**src/rtl/brick_pkg.sv**
```systemverilog
// brick_pkg: shared FSM state type, default field size and width helpers for the brick tracker
package brick_pkg;
  typedef enum logic [1:0] {IDLE, LOAD, ACTIVE, CLEARED} state_e;
  localparam int ROWS_DEF = 4;
  localparam int COLS_DEF = 8;
  function automatic int bw(input int n);
    return n > 1 ? $clog2(n) : 1;
  endfunction
  localparam int ROW_W = bw(ROWS_DEF);
  localparam int COL_W = bw(COLS_DEF);
  localparam int CNT_W = bw(ROWS_DEF * COLS_DEF + 1);
endpackage

```
**src/rtl/brick_bitmap.sv**
```systemverilog
// brick_bitmap: ROWS x COLS alive storage with row fill, single-bit clear and bounds-checked reads
module brick_bitmap
  import brick_pkg::*;
#(
  parameter int ROWS = ROWS_DEF,
  parameter int COLS = COLS_DEF,
  localparam int RW = bw(ROWS),
  localparam int CW = bw(COLS)
) (
  input  logic          clk,
  input  logic          rst_n,
  input  logic          clr_all,
  input  logic          fill_en,
  input  logic [RW-1:0] fill_row,
  input  logic          clr_en,
  input  logic [RW-1:0] clr_row,
  input  logic [CW-1:0] clr_col,
  output logic          old_bit,
  input  logic [RW-1:0] rd_row,
  input  logic [CW-1:0] rd_col,
  output logic          rd_alive
);
  // bounds masks avoid constant-folded compares when sizes are powers of two
  localparam logic [2**RW-1:0] ROW_OK = {(2**RW){1'b1}} >> (2**RW - ROWS);
  localparam logic [2**CW-1:0] COL_OK = {(2**CW){1'b1}} >> (2**CW - COLS);
  logic [ROWS-1:0][COLS-1:0] bits_q, bits_d;
  logic rd_ok, clr_ok;
  assign rd_ok    = ROW_OK[rd_row] && COL_OK[rd_col];
  assign clr_ok   = ROW_OK[clr_row] && COL_OK[clr_col];
  assign rd_alive = rd_ok && bits_q[rd_row][rd_col];
  assign old_bit  = clr_ok && bits_q[clr_row][clr_col];
  always_comb begin
    bits_d = bits_q;
    if (clr_all) bits_d = '0;
    else begin
      if (fill_en) bits_d[fill_row] = '1;
      if (clr_en && clr_ok) bits_d[clr_row][clr_col] = 1'b0;
    end
  end
  always_ff @(posedge clk or negedge rst_n)
    if (!rst_n) bits_q <= '0;
    else bits_q <= bits_d;
endmodule

```
**src/rtl/brick_tracker.sv**
```systemverilog
// brick_tracker: brick field FSM, remaining-brick counter and cleared flag
// Optional saturating score when BRICK_SCORE_EN is defined; otherwise score is tied to 0.
module brick_tracker
  import brick_pkg::*;
#(
  parameter int ROWS    = ROWS_DEF,
  parameter int COLS    = COLS_DEF,
  parameter int SCORE_W = 16,
  parameter int POINTS  = 10,
  localparam int RW = bw(ROWS),
  localparam int CW = bw(COLS),
  localparam int NW = bw(ROWS * COLS + 1)
) (
  input  logic               clk,
  input  logic               rst_n,
  input  logic               load_level,
  input  logic               hit_valid,
  output logic               hit_ready,
  input  logic [RW-1:0]      hit_row,
  input  logic [CW-1:0]      hit_col,
  output logic               hit_resp_valid,
  output logic               hit_resp_hit,
  input  logic [RW-1:0]      rd_row,
  input  logic [CW-1:0]      rd_col,
  output logic               rd_alive,
  output logic [NW-1:0]      bricks_left,
  output logic               all_bricks_cleared,
  output logic [SCORE_W-1:0] score
);
  state_e state_q, state_d;
  logic [RW-1:0] row_q, row_d;
  logic [NW-1:0] cnt_q, cnt_d;
  logic flag_q, flag_d, rv_q, rv_d, rh_q, rh_d;
  logic accept, fill_en, old_bit, last_row, kill;
  brick_bitmap #(.ROWS(ROWS), .COLS(COLS)) u_bitmap (
    .clk(clk), .rst_n(rst_n), .clr_all(load_level), .fill_en(fill_en), .fill_row(row_q),
    .clr_en(accept), .clr_row(hit_row), .clr_col(hit_col), .old_bit(old_bit),
    .rd_row(rd_row), .rd_col(rd_col), .rd_alive(rd_alive)
  );
  always_ff @(posedge clk or negedge rst_n)
    if (!rst_n) state_q <= IDLE;
    else state_q <= state_d;
  always_comb begin
    last_row = row_q == RW'(ROWS - 1);
    kill     = accept && old_bit;
    state_d  = load_level ? LOAD :
               (state_q == LOAD && last_row) ? ACTIVE :
               (kill && cnt_q == NW'(1)) ? CLEARED : state_q;
  end
  always_comb begin
    hit_ready = state_q == ACTIVE;
    accept    = hit_valid && hit_ready && !load_level;
    fill_en   = state_q == LOAD && !load_level;
  end
  always_comb begin
    row_d  = (fill_en && !last_row) ? row_q + RW'(1) : '0;
    cnt_d  = load_level ? '0 :
             (fill_en && last_row) ? NW'(ROWS * COLS) :
             (kill && cnt_q != '0) ? cnt_q - NW'(1) : cnt_q;
    flag_d = state_d == CLEARED;
    rv_d   = accept;
    rh_d   = kill;
  end
  always_ff @(posedge clk or negedge rst_n)
    if (!rst_n) begin
      row_q  <= '0;
      cnt_q  <= '0;
      flag_q <= 1'b0;
      rv_q   <= 1'b0;
      rh_q   <= 1'b0;
    end else begin
      row_q  <= row_d;
      cnt_q  <= cnt_d;
      flag_q <= flag_d;
      rv_q   <= rv_d;
      rh_q   <= rh_d;
    end
  assign bricks_left        = cnt_q;
  assign all_bricks_cleared = flag_q;
  assign hit_resp_valid     = rv_q;
  assign hit_resp_hit       = rh_q;
`ifdef BRICK_SCORE_EN
  logic [SCORE_W-1:0] score_q, score_d;
  logic [SCORE_W:0] sum;
  always_comb begin
    sum     = {1'b0, score_q} + (SCORE_W + 1)'(POINTS);
    score_d = load_level ? '0 : !kill ? score_q : sum[SCORE_W] ? '1 : sum[SCORE_W-1:0];
  end
  always_ff @(posedge clk or negedge rst_n)
    if (!rst_n) score_q <= '0;
    else score_q <= score_d;
  assign score = score_q;
`else
  assign score = SCORE_W'(POINTS) & '0;
`endif
endmodule

```
**config.mk**
```make
export PLATFORM = sky130hd
export DESIGN_NAME = brick_tracker
export DESIGN_NICKNAME = d
export VERILOG_FILES = /design/src/rtl/brick_pkg.sv /design/src/rtl/brick_bitmap.sv /design/src/rtl/brick_tracker.sv
export SDC_FILE = /design/constraint.sdc
export NUM_CORES = 1
export LEC_CHECK = 0
export ABC_AREA = 1
export CORE_MARGIN = 4
export CORE_UTILIZATION = 35
export CTS_CLUSTER_SIZE = 8
export DETAILED_ROUTE_END_ITERATION = 12
export GPL_TIMING_DRIVEN = 0
export SETUP_SLACK_MARGIN = 0.1
export SYNTH_ARGS = -nofsm -noshare
export SYNTH_HDL_FRONTEND = slang
export SYNTH_HIERARCHICAL = 1
export SYNTH_SLANG_ARGS = --single-unit
```
**constraint.sdc**
```tcl
create_clock -name clk -period 1.6 [get_ports clk]
set_input_delay 0.48 -clock clk [delete_from_list [all_inputs] [get_ports clk]]
set_output_delay 0.48 -clock clk [all_outputs]
set_load 0.1 [all_outputs]
```
Word-level counts from Yosys, hierarchy flattened
Memories as Yosys holds them, arrays and structs flattened.
Cells that the tools add are included.

cells by class
  shift-type cells = 0
  order comparisons = 8
  eq/ne operators = 5
  bitwise logic cells = 3
  div/mod/pow operators = 0
  add/subtract/negate cells = 2
  reduce and logical (&&, ||, !) cells = 21
  multipliers = 0
  mux-type cells = 31

operators by type and width
  cell                                                                                 number
  32-bit two-way mux                                                                   4
  32-bit AND                                                                           1
  8-bit binary-select mux with 2-bit select                                            2
  8-bit demux with 2-bit select                                                        2
  8-bit two-way mux                                                                    4
  32-bit inverter                                                                      1
  32-bit bitwise OR                                                                    1
  6-bit two-way mux                                                                    3
  1-bit logical AND                                                                    17
  2-bit by 3-bit less-than comparator with 1-bit output, second input constant         3
  3-bit by 4-bit less-than comparator with 1-bit output, second input constant         2
  2-bit two-way mux                                                                    4
  1-bit two-way mux                                                                    7
  1-bit binary-select mux with 3-bit select                                            2
  2-bit == test, second input constant                                                 3
  6-bit by 1-bit == test with 1-bit output, second input constant                      1
  6-bit nonzero test                                                                   1
  6-bit by 1-bit subtractor with 6-bit output, second input constant                   1
  1-bit binary-select mux with 2-bit select                                            2
  2-bit by 1-bit greater-or-equal comparator with 1-bit output, second input constant  2
  1-bit demux with 3-bit select                                                        1
  3-bit by 1-bit greater-or-equal comparator with 1-bit output, second input constant  1
  3-bit nonzero test                                                                   1
  2-bit by 1-bit adder with 2-bit output, second input constant                        1
  other kinds (2)                                                                      3

storage, ports and cells
  memories = 2
  bits in read-only memories = 16
  bits of input ports = 14
  bits in writable memories = 0
  bits in latches = 0
  output and inout port bits = 27
  word-level logic and storage cells = 82
  register bits = 45

memories
  memory           words  bits a word  rd ports  clocked after Yosys merged registers in  write ports  line                RTL
  (no name shown)  8      1            1         0                                        0            brick_bitmap.sv:28  assign rd_ok = ROW_OK[rd_row] && COL_OK[rd_col];
  (no name shown)  8      1            1         0                                        0            brick_bitmap.sv:29  assign clr_ok = ROW_OK[clr_row] && COL_OK[clr_col];

Depth between registers and ports, before layout
  depth after elaboration = 11
  depth in mapped cells = 13

Cells and area by module
Netlist, hierarchy kept.

modules (own cells, without submodules)
  module         instances  cells an instance  area an instance (um^2)
  brick_bitmap   1          294                2043.2
  brick_tracker  1          96                 834.6

Least setup slack after synthesis
No wires, ideal clock.

  path type = input port to output port
  start point = in rd_row[0]
  end point = out rd_alive
  data arrival time = 1773 ps
  path slack = -653 ps
  stages on the path = 11
  required time = 1120 ps
  path buffers = 2
  cells stage by stage = buf_6 -> inv_4 -> buf_6 -> nand2_1 -> nand3_1 -> nand3_1 -> nand2_1 -> nand2_1 -> nand2_1 -> nand2_1 -> nand2_1

on the way
  cells in the longest elaborated chain, start to end = 5
  elaborated cells between the ends (all ways) = 8

RTL lines
  what                                       line                 RTL
  start, declared                            brick_tracker.sv:23  input logic [RW-1:0] rd_row,
  8-bit binary-select mux with 2-bit select  brick_bitmap.sv:30   assign rd_alive = rd_ok && bits_q[rd_row][rd_col];
  8-bit two-way mux (implied by the code)    brick_bitmap.sv:30
  1-bit binary-select mux with 3-bit select  brick_bitmap.sv:30
  1-bit two-way mux (implied by the code)    brick_bitmap.sv:30
  1-bit logical AND (*)                      brick_bitmap.sv:30
  end, declared                              brick_tracker.sv:25  output logic rd_alive,

Every way passes the cells marked *; elsewhere a longest branch is shown, timed or not. The select of a mux whose other input is x is not followed.

Final worst setup path
Ends and elaborated chain as after synthesis.

==> impl_results.md <==
* Outcome: complete, but fails checks
* Failing checks: setup timing
* Startpoint Class: input port
* Root buf cell: clkbuf_8
* Syn Std Cell Area at 2880 um2
* Worst path slowest cell: buf_12
* Crit path capture type: output pin
* Ant. Diodes at 0
* Via count at 2809
* Most frequent cells after synthesis: nand2_1 (81), nor2_1 (56), nand3_1 (47)
* Antenna violations before repair at 0
* Minimum hold slack at 0.0811 ns
* Routed WL at 8430 um
* FF-to-FF setup slack at 0.04 ns
* Adder-cell area share of the yosys netlist at 1.30%
* Crit path from: rd_row[0]
* Power Dens Cells at 1070 nW/um2
* GPL Wtd Cong at 0.917
* First-pass GRT wire length at 13900 um
* Largest family of logic cells by synthesized area: simple AND/OR/NAND/NOR gates
* Fin nets at 479
* H-tree depth at 2
* Fin. max-slew vios at 0
* Synth area leaders: dfrtp_1 (39%), nand2_1 (11%), nand3_1 (8.2%), nor2_1 (7.3%), inv_1 (5.6%)
* Yosys warns at 6
* Setup CP Type: in2out
* Die span in x at 98.7 um
* Worst path cell trace: buf_12 > clkinv_8 > buf_8 > nand2_1 > nand3_1 > nand3_1 > nand2_1 > nand2_1 > nand2_1 > nand2_2 > nand2_8 > buf_12
* # DRC at 0
* Critical path destination: rd_alive
* RSZ-0062 raised after global routing: yes
* DP HPWL at 6010 um
* Layout area overhead at 39.6%
* Synth Area in Simple Gates at 37.6%
* Max_cap viols at 0
* Worst-skew pair later-pin latency at 0.30 ns
* Pin count of the biggest net entering global routing at 32
* Post-synthesis sequential area ratio at 39.1%
* Syn_area_per_cell at 7.38 um2
* Post-synth top area share at 39.1%
* Proportion of synthesized area in mux cells at 0%
* Final Hold Viols at 0
* Post-synthesis xor/xnor area fraction at 0.913%
* # IOs at 41
* Worst EP arrival at 1.47 ns
* Worst Path Max Fanout at 8
* Starting density of the core at 36.7%
* Predominant post-synthesis flop cell: dfrtp_1
* Slew HR at 60.5%
* Clock skew at 0.00648 ns
* Syn Inst Count at 390
* Post-synthesis register bit count at 45
* Minimum clock period at 1.95 ns
* Highest clock rate at 512 MHz
* Setup_tns at -0.353 ns
* Crit path depth at 12
* Clk buf depth at 2
* WL per Instance at 14.9 um
* Design area at 4020 um2
* Compound-gate portion of the synthesized area at 7.91%
* Vias in the first global route at 2836
* Final setup vio count at 1
* Number of buffer and inverter stages on the critical path at 4
* PortBufs at 21
* Tcrit/Tclk final at 122%
* Pre-antenna DRT Iters at 5
* GRT Residual Overflow at 0
* Die Y at 98.7 um
* Antenna viol nets, final at 0
* Pre-CTS setup slack at -1.56 ns
* Synth area leader: dfrtp_1
* Placed Area at 3380 um2
* Crit path setup slack, layout at -0.353 ns
* Synth unique cells at 30
* Reg2Reg Depth at 11
* Clock transition at path regs at 0.09 ns
* CP max stage delay at 0.16 ns
* GR Util All Layers at 17.8%
* Worst IR Drop VDD at 0.783 mV
* Pwr Total at 4290 uW
* Post-synth EDFFs at 0
* Origin of the critical flop-to-flop path: u_bitmap/bits_q[30]$_DFF_PN0_
* CP dominant cell by count: nand2_1
* Rows at 32
* Slew @ Worst Pin at 0.592 ns
* Crit path max-delay family: simple AND/OR/NAND/NOR gates
* Num Clock Sinks at 45
* Initial DRC count at 260
* Min-Delay Path Class: in2async
* Most frequent cell after synthesis: nand2_1
* Layout cells sized above 1 at 34.6%
* Vias/cell at 4.97
* Post-synthesis async set-or-reset flop share at 100%
* Reg-to-reg endpoint: bricks_left[2]$_DFFE_PN0P_
* Die area at 9740 um2
* Static leakage at 0.00184 uW
* CTS tree: done
* TritonCTS Buffers at 5
* CORE AREA at 7850 um2
* Critical Path RT at 1.12 ns
==> worst register-to-register path: stages, from the launching register on <==
cell	delay [ns]
dfrtp_1	0.42
buf_4	0.16
nand3_1	0.07
nand4_1	0.10
nand2_1	0.07
nand2_1	0.05
nor2_1	0.13
nand2_2	0.11
nand3_4	0.15
nand2_4	0.09
nand2_1	0.06
o21ai_1	0.05
==> how the worst min path moves through the flow <==
| stage | start | end | cells after the start | slack (ns) |
|---|---|---|---|---|
| CTS | rst_n | state_q[1]$_DFF_PN0_ | 1 | 0.09 |
| global route | rst_n | hit_resp_hit$_DFF_PN0_ | 1 | 0.09 |
| global placement | u_bitmap/bits_q[9]$_DFF_PN0_ | u_bitmap/bits_q[9]$_DFF_PN0_ | 2 | 0.54 |
| detailed placement | rst_n | state_q[1]$_DFF_PN0_ | 1 | 0.42 |
| floorplan | rst_n | all_bricks_cleared$_DFF_PN0_ | 0 | 0.18 |
| finish | rst_n | state_q[1]$_DFF_PN0_ | 1 | 0.08 |
==> layer usage <==
layer,GRT usage (%),up-vias,share of wire (%),routed length (um)
met5,0,-,0,0
met4,5.36,0,1.7,144
met3,2.69,12,5.9,501
met2,30.6,98,49,4130
met1,23.0,1326,43,3660
li1,-,1373,-,-
==> per-stage QoR <==
stage	std cells	util, %
after floorplan	405	-
after global placement	528	42.9
after detailed placement	529	43.0
after CTS	561	49.9
after global routing	565	51.2
final	565	51.2
==> report_power, final <==
group / internal (uW) / switching [uW]
registers: 1360 / 292
logic: 640 / 1080
clock network: 510 / 403
==> flip-flops by register name, indices dropped and copies added, names as in the netlist <==
register / cells
all_bricks_cleared: 1
hit_resp_hit: 1
state_q: 2
u_bitmap/bits_q: 32
hit_resp_valid: 1
row_q: 2
bricks_left: 6
==> logic make-up after synthesis <==
kind of cell,after synthesis
fa+ha+maj,3
compound gates,37
other cells,1
xor+xnor,3
buf+inv,73
flops,45
simple gates,228
==> layout by cell type, fill, tap and decap left out, types with 4 or more instances in the layout <==
cell	Yosys	routed
nand2_1	81	66
nor2_1	56	55
buf_4	17	39
inv_1	43	38
dfrtp_1	45	38
nand3_1	47	26
nand2_2	3	17
o21ai_1	18	17
nand3_2	0	17
conb_1	1	16
a211oi_1	16	15
nor3_1	23	14
buf_6	4	9
nor3_2	0	9
buf_12	0	8
inv_2	3	7
dfrtp_2	0	6
clkbuf_8	0	6
nand3_4	1	5
buf_2	1	5
buf_8	0	5
nor2_2	2	4
clkbuf_1	3	4
==> final cells by class <==
cell class / count / area (um2)
repair buffers: 49 / 513
inverters: 48 / 204
clock buffers: 7 / 86.3
flip-flops and latches: 45 / 1140
well taps: 102 / 128
plain buffers: 25 / 224
clock inverters: 1 / 30.0
multi-input cells: 288 / 1700
fillers: 784 / 3830
==> timing repair <==
item,CTS,global route
cloned,3,0
endpoints found under the setup margin,54,35
hold buffers,0,0
pin swaps,28,21
endpoints found under the hold margin,0,0
buffers inserted,21,4
gates resized for setup,154,21
Note: power is estimated with default switching activity, not from simulation.
==> RTL change, RTL diff (config.mk and constraints unchanged) <==
Change the package constant `ROWS_DEF` from 4 to 5.
--- a/src/rtl/brick_pkg.sv
+++ b/src/rtl/brick_pkg.sv
@@ -3,3 +3,3 @@
   typedef enum logic [1:0] {IDLE, LOAD, ACTIVE, CLEARED} state_e;
-  localparam int ROWS_DEF = 4;
+  localparam int ROWS_DEF = 5;
   localparam int COLS_DEF = 8;
Interface: changed (resized hit_row and rd_row); port bits go from 41 to 43. The function was not compared with the original's and may differ.
==> RTL change against the unedited design <==
Clock skew is 6.3 ps higher; core utilization rose by 0.20 points; register-to-register slack lost 90 ps; die area increased by 20%; cell area up 25%; power is 10% higher; global-route usage rose by 1.5 points; worst setup slack worse by 100 ps; synthesized area grew 22%; maximum frequency down 4.9%; sequential cell count increased by 9; non-clock buffer count is 14 higher; critical endpoint unchanged; the run still ends with setup timing left; wire length increased by 33%.
==> RTL change: results (changes against the unedited design) <==
Outcome
  • Status: finished with violations
  • Failing checks: setup timing

Clocking
  • Bufs on Longest Clock Path: 2 (unchanged)
  • Num CTS Buffers: 5 (unchanged)
  • Clk root buf: clkbuf_8
  • Clk_lat worst skew: 320 ps (+20 ps)
  • CTS H-tree depth: 2 (unchanged)
  • Worst-path clk slew: 110 ps (+20 ps)

Logic synthesis
  • Synth Warn #: 6 (unchanged)
  • Distinct cells, synth: 34 (+13%)
  • Top cells by count, synth: nand2_1 (109), inv_1 (66), nand3_1 (58)
  • Post-Synth Adder-Cell Area: 1.42% (+0.12 points)
  • Post-synth ARST share: 100% (unchanged)
  • Compound-gate portion of the synthesized area: 13.4% (+5.5 points)
  • Post-Syn Instances: 466 (+19%)
  • Mux contribution to synthesized area: 0% (unchanged)
  • Synth top area share: 38.4% (-0.70 points)
  • Xor-xnor portion of the synthesized cell area: 0.498% (-0.41 points)
  • Synth top area cells: dfrtp_1 (38%), nand2_1 (12%), a221oi_1 (8.7%)
  • Main flop type after synthesis: dfrtp_1
  • Sequential-to-total area share from yosys stat: 38.4% (-0.70 points)

Placement
  • RePlAce Congestion: 0.944 (+2.9%)
  • Cells after DPL: 637 (+20%)
  • Hpwl dp: 7480 um (+24%)
  • Port Buffers: 22 (+4.8%)
  • DP Area: 0.00406 mm^2 (+20%)

Global route
  • Global Route met3 Usage: 3.28% (+0.59 points)
  • First-pass GRT wire length: 17900 um (+28%)
  • Pin count of the biggest net entering global routing: 38 (+19%)
  • Initial antenna violation count: 0 (unchanged)
  • GRT met2 Usage: 31.2% (+0.54 points)
  • Met1 Track Usage GR: 26.6% (+3.6 points)
  • Total GRT Usage: 19.3% (+1.5 points)
  • Vias in the first global route: 3526 (+24%)

Final layout
  • Layout fillers: 911 (+16%)
  • Max FFs per register: 40 (+25%)
  • # diodes: 0 (unchanged)
  • Final #Nets: 564 (+18%)
  • Share of cells above drive strength 1: 44.8% (+10 points)
  • Largest Register: u_bitmap/bits_q

Route
  • Vias per cell: 5.30 (+6.6%)
  • Routed via count: 3592 (+28%)
  • Total Wirelength: 11200 um (+33%)
  • DRC: 0 (unchanged)
  • First-pass iteration count of the detailed router: 5 (unchanged)
  • DRT iter0 DRCs: 340 (+31%)

Timing
  • Skew final: 12.8 ps (+6.35 ps)
  • Final setup fails: 14 (+13)
  • Setup WS post-layout: -452 ps (-99.9 ps)
  • Setup TNS: -707 ps (-354 ps)

Power and ir drop
  • Max rail drop VDD: 779 uV (-0.46%)
  • Pleak: 2.38 nW (+29%)

Worst setup path
  • Crit path max fanout: 3 (-5)

Min path
  • Hold Crit Class: in2async
RTL change: per-layer routing:
metal  share of wire (%)  wire, um
met1                  42      4680
met4                 2.2       245
met2                  49      5450
met3                 7.4       834
met5                   0         0
RTL change: cell families (layout without fill, tap and decap cells):
group	after synthesis	in the layout
and+or+nand+nor	234	234
buffers and inverters	105	169
AOI/OAI and AO/OA	66	66
DFF	54	54
adders and majority gates	4	4
xor gates and xnor gates	2	2
other	1	16
RTL change: area by class of cell:
type                       instances  area (um^2)  share of cell area (%)
tap                              133          166                    3.31
inverter                          73          308                    6.13
multi-input combinational        322         2210                    44.1
timing repair buffer              56          577                    11.5
clock inverter                     3         18.8                   0.374
sequential                        54         1360                    27.0
buffer                            32          313                    6.23
clock buffer                       5         68.8                    1.37
RTL change: worst paths after layout:
check | start | end | slack (ps) | cells past startpoint
min in group clk | u_bitmap/bits_q[13] | u_bitmap/bits_q[13] | 550 | 2
hold / removal | rst_n | state_q[0] | 90 | 1
max in group asynchronous | rst_n | row_q[0] | 930 | 2
hold reg to reg | u_bitmap/bits_q[13] | u_bitmap/bits_q[13] | 550 | 2
setup reg to reg | state_q[1] | u_bitmap/bits_q[18] | -50 | 6
setup / recovery | u_bitmap/bits_q[5] | rd_alive | -450 | 11
RTL change: worst max-delay path, cell delays in order (launching register included):
cell and delay [ps]:
dfrtp_1 380, inv_1 110, nand2_1 80, nand3_1 70, nand2_1 70, nand2_1 60
nand3_1 60, nand2_1 60, inv_1 50, nand2_2 100, nand2_8 60, buf_12 160
RTL change: what timing repair did:
action	in CTS	in global routing
buffers inserted	15	15
pin swaps	33	35
endpoints found under the setup margin	60	57
gates resized for setup	206	71
gates cloned	3	0
RTL change: per-stage QoR:
stage          setup slack (ps)  power [W]  hold WS, ps
6_report                   -452    0.00474         90.3
5_1_grt                    -539    0.00500          126
4_1_cts                    -416    0.00450         99.2
3_5_place_dp              -1980    0.00340          451
3_3_place_gp              -1970    0.00337          518
2_1_floorplan              -298    0.00301          184
RTL change: where the power goes:
part / internal [W] / total, W / switching, W
sequential: 0.00159 / 0.00179 / 0.000194
clock: 0.000310 / 0.000794 / 0.000484
combinational: 0.000773 / 0.00216 / 0.00139
total: 0.00268 / 0.00474 / 0.00206
